<file path="config.mk">
export PLATFORM = sky130hd
export DESIGN_NAME = multicycle_control
export DESIGN_NICKNAME = d
export VERILOG_FILES = /design/src/rtl/multicycle_control.sv
export SDC_FILE = /design/constraint.sdc
export NUM_CORES = 1
export LEC_CHECK = 0
export BUFFER_PORTS_ARGS = -buffer_cell sky130_fd_sc_hd__buf_2
export CAP_MARGIN = 20
export CORE_MARGIN = 4
export CORE_UTILIZATION = 47
export CTS_BUF_LIST = sky130_fd_sc_hd__clkbuf_16
export DETAILED_ROUTE_END_ITERATION = 7
export HOLD_SLACK_MARGIN = 0.06
export PLACE_DENSITY = 0.76
export SYNTH_ARGS = -nofsm -noshare
export SYNTH_HDL_FRONTEND = slang
export SYNTH_SLANG_ARGS = --single-unit
export TNS_END_PERCENT = 10
</file>
<file path="constraint.sdc">
create_clock -name clk -period 1.75 [get_ports clk]
set_clock_uncertainty 0.15 [all_clocks]
set_input_delay 0.35 -clock clk [delete_from_list [all_inputs] [get_ports clk]]
set_output_delay 0.35 -clock clk [all_outputs]
set_load 0.1 [all_outputs]
</file>
<file path="src/rtl/multicycle_control.sv">
// multicycle_control: main control FSM of the multicycle MIPS datapath.
// It decodes the IR opcode, waits on mem_ready in the memory states and counts retired instructions.
module multicycle_control #(
   parameter int CNT_W         = 16,
   parameter bit MEM_HANDSHAKE = 1'b1
) (
   input  logic             clk,
   input  logic             rst_n,
   input  logic [5:0]       ir_opcode,
   input  logic             mem_ready,
   output logic             PCWrite,
   output logic             PCWriteCond,
   output logic             IorD,
   output logic             MemRead,
   output logic             MemWrite,
   output logic             IRWrite,
   output logic             MemtoReg,
   output logic             RegDst,
   output logic             RegWrite,
   output logic             ALUSrcA,
   output logic [1:0]       ALUSrcB,
   output logic [1:0]       ALUOp,
   output logic [1:0]       PCSource,
   output logic             illegal_op,
   output logic             instr_retired,
   output logic [CNT_W-1:0] retire_count,
   output logic [3:0]       state_dbg
);
   typedef enum logic [3:0] {
      IDLE = 4'd0, FETCH = 4'd1, DECODE = 4'd2, MEMADR = 4'd3, MEMRD = 4'd4,
      MEMWB = 4'd5, MEMWR = 4'd6, EXEC = 4'd7, RWB = 4'd8, BRANCH = 4'd9,
      JUMP = 4'd10, ADDI_EX = 4'd11, ADDI_WB = 4'd12
   } state_t;
   localparam logic [5:0] OP_R = 6'b000000, OP_LW = 6'b100011, OP_SW = 6'b101011,
                          OP_BEQ = 6'b000100, OP_J = 6'b000010, OP_ADDI = 6'b001000;
   state_t state, nxt;
   logic rdy, legal;
   assign rdy = MEM_HANDSHAKE ? mem_ready : 1'b1;
   assign legal = ir_opcode inside {OP_R, OP_LW, OP_SW, OP_BEQ, OP_J, OP_ADDI};
   assign state_dbg = state;
   always_ff @(posedge clk or negedge rst_n)
      if (!rst_n) state <= IDLE;
      else state <= nxt;
   // Encodings 13-15 fall through to the default and recover to FETCH.
   always_comb begin
      nxt = FETCH;
      case (state)
         FETCH:   nxt = rdy ? DECODE : FETCH;
         DECODE:  nxt = ir_opcode == OP_R    ? EXEC   :
                        ir_opcode == OP_LW   ? MEMADR :
                        ir_opcode == OP_SW   ? MEMADR :
                        ir_opcode == OP_BEQ  ? BRANCH :
                        ir_opcode == OP_J    ? JUMP   :
                        ir_opcode == OP_ADDI ? ADDI_EX : FETCH;
         MEMADR:  nxt = ir_opcode == OP_LW ? MEMRD : ir_opcode == OP_SW ? MEMWR : FETCH;
         MEMRD:   nxt = rdy ? MEMWB : MEMRD;
         MEMWR:   nxt = rdy ? FETCH : MEMWR;
         EXEC:    nxt = RWB;
         ADDI_EX: nxt = ADDI_WB;
         default: nxt = FETCH;
      endcase
   end
   always_comb begin
      PCWrite       = (state == FETCH && rdy) || state == JUMP;
      PCWriteCond   = state == BRANCH;
      IorD          = state == MEMRD || state == MEMWR;
      MemRead       = state == FETCH || state == MEMRD;
      MemWrite      = state == MEMWR;
      IRWrite       = state == FETCH && rdy;
      MemtoReg      = state == MEMWB;
      RegDst        = state == RWB;
      RegWrite      = state == MEMWB || state == RWB || state == ADDI_WB;
      ALUSrcA       = state == MEMADR || state == EXEC || state == BRANCH || state == ADDI_EX;
      ALUSrcB       = state == FETCH ? 2'b01 : state == DECODE ? 2'b11 :
                      (state == MEMADR || state == ADDI_EX) ? 2'b10 : 2'b00;
      ALUOp         = state == EXEC ? 2'b10 : state == BRANCH ? 2'b01 : 2'b00;
      PCSource      = state == BRANCH ? 2'b01 : state == JUMP ? 2'b10 : 2'b00;
      illegal_op    = state == DECODE && !legal;
      instr_retired = state == MEMWB || state == RWB || state == BRANCH || state == JUMP ||
                      state == ADDI_WB || (state == MEMWR && rdy);
   end
   always_ff @(posedge clk or negedge rst_n)
      if (!rst_n) retire_count <= '0;
      else if (instr_retired) retire_count <= retire_count + 1'b1;
endmodule

</file>
== After elaboration in Yosys (flattened, before gate mapping) ==
Index checks and enable logic that the tools add are counted.
Storage, ports and cells
  flip-flop bits (word level): 20
  bits of input ports: 9
  word-level logic and storage cells: 58
Cells by class
  add/sub/neg operators: 1
  eq/ne operators: 17
  muxes and demuxes: 19
  reductions and logical operators: 19
Operators by type and width (number)
  $pmux W4 S7: 1
  $mux W4: 6
  $eq A4 B4 Y1 const B: 5
  $add A16 B1 Y16 const B: 1
  $eq A4 B3 Y1 const B: 4
  $mux W2: 7
  $logic_or A1 B1 Y1: 13
  $eq A6 B6 Y1 const B: 2
  $mux W3: 3
  $eq A4 B2 Y1 const B: 2
  $eq A6 B2 Y1 const B: 1
  $eq A6 B3 Y1 const B: 1
  $eq A6 B4 Y1 const B: 1
  $logic_not A6 Y1: 1
  $reduce_bool A6 Y1: 1
  $eq A4 B1 Y1 const B: 1
  $logic_and A1 B1 Y1: 3
  $mux W1: 2
  $logic_not A1 Y1: 1

== Logic depth before layout (Yosys ltp) ==
  depth in word-level cells: 8
  depth in mapped cells: 6

== Worst setup path after synthesis ==
OpenSTA, ideal clock, no wires.
  kind: flip-flop to output port
  from: reg state[0], in the netlist state_dbg[0]
  to: out PCWrite
  arrival time: 5.306 ns
  data required time: 1.250 ns
  path slack: -4.056 ns
  stages on the path, launching flop included: 5
  buffers on the path: 1
  cells stage by stage: dfrtp_1 -> buf_4 -> nand2b_1 -> nor4b_1 -> or2_2
Between the ends
  word-level cells in the longest chain between the ends: 3
  elaborated cells between the ends (all ways): 4
  classes of those cells: 2 x eq/ne; 2 x reduce/logical
RTL lines
  start, declared: line 36  | state_t state, nxt;
  start signal, assigned: line 43  | else state <= nxt;
  $eq A4 B1 Y1
  $logic_and A1 B1 Y1
  net IRWrite: line 16  | output logic IRWrite,
  $logic_or A1 B1 Y1: line 64  | PCWrite = (state == FETCH && rdy) || state == JUMP;
  end, declared: line 11  | output logic PCWrite,
The timed path passes the listed nets, and every way through them passes these cells.

== Worst setup path in the final report ==
  from: reg state[2], in the netlist state_dbg[2]
  to: out illegal_op
Between the ends
  word-level cells in the longest chain between the ends: 2
RTL lines
  $eq A4 B2 Y1: line 78  | illegal_op = state == DECODE && !legal;
  $logic_and A1 B1 Y1: line 78
  end, declared: line 24  | output logic illegal_op,
No other way between the ends.

==> impl_metrics.yaml <==
sta:
  setup_violations: 36
  worstMarginPinSlew_ns: 0.6894
  period_share_pct: 120.0
  layout_min_cycle_time_ns: 2.100
  slew_viol_final: 0
  fmax_mhz: 476.3
  slew_headroom_pct: 53.65
  rsz0062_at_grt: "yes"
  hold_viol: 0
  setup_ws_ns: -0.3497
place:
  dp_hpwl_microns: 3056
  portBuffers: 46
  place.gp.congestion: 0.8474
global_routing:
  grt_max_degree: 21
  grt_pass1_vias: 1613
  antenna_found_initial: 0
  grt_pass1_wl_microns: 8742
  track_usage_pct: 33.16
  overflow: 0
synth:
  synth-edff-count: 0
  ys.flop_type: "dfrtp_1"
  syn-num-nets: 156
  syn_area_sq_um: 1313
  yosysWarnings: 0
  synth_cells: 146
  synth_top_cell_by_area: "dfrtp_1"
  yosysUniqueCellTypes: 43
  async_reset_ff_share_pct: 100.0
  yosysSeqAreaShare_pct: 38.13
  yosys.area.top_type_share_pct: 38.13
  postSynthAreaPerCell_sq_um: 8.990
  ys_ff_latch: 20
  synth_area_leaders: "dfrtp_1, xor2_1, nor3_1, nor2_1, nand3_1"
layout:
  multi_input_area_sq_um: 912.1
  fill_cells: 65
  post-route-util_pct: 95.32
  num-nets-final: 238
  syn2layout_area_growth_pct: 86.46
  regArea_sq_um: 510.5
  antenna_cells: 0
  layout-drive-gt1-share_pct: 55.95
floorplanning:
  initial_utilization_pct: 51.12
  num_rows: 18
  die_w_microns: 60.85
  io_pins: 47
  die-area_sq_um: 3702
  core_sq_um: 2567
  die_h_microns: 60.85
routing:
  first_pass_iters: 5
  post-route-drc-count: 0
  drtAntennaViolNets: 0
  vias: 1713
  finalWirelength_microns: 6711
  wl_per_cell_microns: 26.11
  drtIter0Drc: 164
  via_per_inst: 6.665
outcome:
  violations: "negative setup slack"
  status: "finished, violations left"
critical_path:
  critPathMaxFanout: 6
  r2r_slack_ns: -0.22
  end_kind: "primary output"
  cp.arrival_ns: 1.60
  path_delay_family: "flip-flops"
  cp.buffers_inverters: 1
  crit_required_ns: 1.25
  path_class: "reg2out"
  slowest_delay_ns: 0.47
  worst_path_max_delay_cell: "dfrtp_2"
  crit_chain: "nor2_1, o31ai_1, nor3_4, buf_12"
  worstSetupStartpointType: "register"
pwr:
  p_per_area_nw_per_um2: 2076
  leakagePower_uw: 0.001154
  fin_total_pwr_uw: 5081
  ir_worst_vdd_mv: 3.077
min_path:
  worstHoldPathType: "reg2reg"
clock_network:
  root_buffer: "clkbuf_16"
  clockBufferDepth: 2
  cts_tree: "done"
  cts_sinks: 20
  insertion_delay_ns: 0.25
  cts_buffers: 3
  path_clk_slew_ns: 0.05
  htree_num_levels: 1
flow_run:
  cap_violations: 0
==> sequential cells by signal, indices dropped and copies added, names as in the netlist <==
register      cells
retire_count     16
state_dbg         4
==> layout by cell type, fill, tap and decap left out, types with 2 or more instances in the layout <==
cell type  instances
a21oi_1            3
a31oi_1            3
and4_1             2
buf_12            22
buf_2             24
buf_4             32
buf_6              6
clkbuf_16          3
dfrtp_1           16
dfrtp_2            2
dfrtp_4            2
inv_1              8
nand2_1            7
nand2b_2           2
nand3_1            9
nand4_1            2
nor2_1             8
nor2_2             5
nor2_4             4
nor3_1             5
nor3_2             7
nor3_4             4
o21ai_0            3
o31ai_1            2
xnor2_1            5
xor2_1            12
==> synthesized netlist by cell type (all sizes together), types with 2 or more instances <==
| cell type | n |
|---|---|
| a21oi | 3 |
| a31oi | 3 |
| and4 | 2 |
| buf | 5 |
| clkbuf | 3 |
| dfrtp | 20 |
| inv | 8 |
| nand2 | 8 |
| nand2b | 4 |
| nand3 | 9 |
| nand4 | 3 |
| nor2 | 17 |
| nor3 | 16 |
| nor4 | 2 |
| o211a | 2 |
| o21ai | 3 |
| o31ai | 2 |
| xnor2 | 5 |
| xor2 | 12 |
==> worst paths after layout <==
| kind | start | to | cells past startpoint |
|---|---|---|---|
| worst max-delay path | state_dbg[2]$_DFF_PN0_ | illegal_op | 4 |
| worst min-delay path | retire_count[6]$_DFFE_PN0P_ | retire_count[6]$_DFFE_PN0P_ | 1 |
| worst max register to register | state_dbg[0]$_DFF_PN0_ | state_dbg[1]$_DFF_PN0_ | 5 |
| worst min register to register | retire_count[6]$_DFFE_PN0P_ | retire_count[6]$_DFFE_PN0P_ | 1 |
| max in group asynchronous | rst_n | state_dbg[0]$_DFF_PN0_ | 2 |
| min in group asynchronous | rst_n | retire_count[9]$_DFFE_PN0P_ | 2 |
==> layout make-up <==
cell class / instances / share of cell area [%]
timing repair buffer: 85 / 35.89
multi-input combinational: 110 / 37.27
clock inverter: 1 / 0.1534
sequential: 20 / 20.86
tap: 30 / 1.534
inverter: 8 / 1.227
clock buffer: 3 / 3.067
==> kinds of logic after synthesis <==
group,synth area share (%)
buf+inv,6.386
simple gates,30.13
xor+xnor,11.34
flops,38.13
fa+ha+maj,1.716
mux,0.8579
compound gates,11.44
==> layer usage <==
layer	vias up	part of all wire, %	track usage, %
li1	681	-	-
met1	821	35	40.78
met2	154	48	56.79
met3	57	11	6.383
met4	0	6.8	13.31
met5	-	0	0
==> worst register-to-register path, stage by stage (launching register included) <==
cell and delay, ns:
dfrtp_4 0.53, or2b_4 0.33, buf_6 0.14, buf_4 0.13
or3b_1 0.36, a31oi_1 0.24
==> power by group <==
group          total, uW  internal (uW)  switching, uW
Combinational       3900           1320           2570
Sequential           718            565            154
Clock                466            304            162
==> stage by stage <==
| step | TNS, ns | instances | setup slack (ns) | cell area, sq um | hold slack (ns) |
|---|---|---|---|---|---|
| finish | -6.273 | 257 | -0.3497 | 2447 | 0.3580 |
| global route | -7.578 | 257 | -0.3970 | 2447 | 0.3698 |
| detailed placement | -0.5674 | 241 | -0.09007 | 2131 | 0.1677 |
| global placement | -0.2070 | 241 | -0.05427 | 2131 | 0.1565 |
| CTS | -3.995 | 254 | -0.2629 | 2369 | 0.3068 |
| floorplan | -21.51 | 146 | -1.357 | 1384 | -0.09559 |
==> what timing repair did <==
| action | 4_1_cts | 5_1_grt |
|---|---|---|
| buffers inserted | 8 | 3 |
| pin swaps | 15 | 2 |
| gates resized for setup | 24 | 10 |
| hold endpoints to repair | 20 | 0 |
| endpoints found under the setup margin | 25 | 35 |
| hold buffers | 1 | 0 |
No activity file was read; power rests on OpenSTA's default activity.
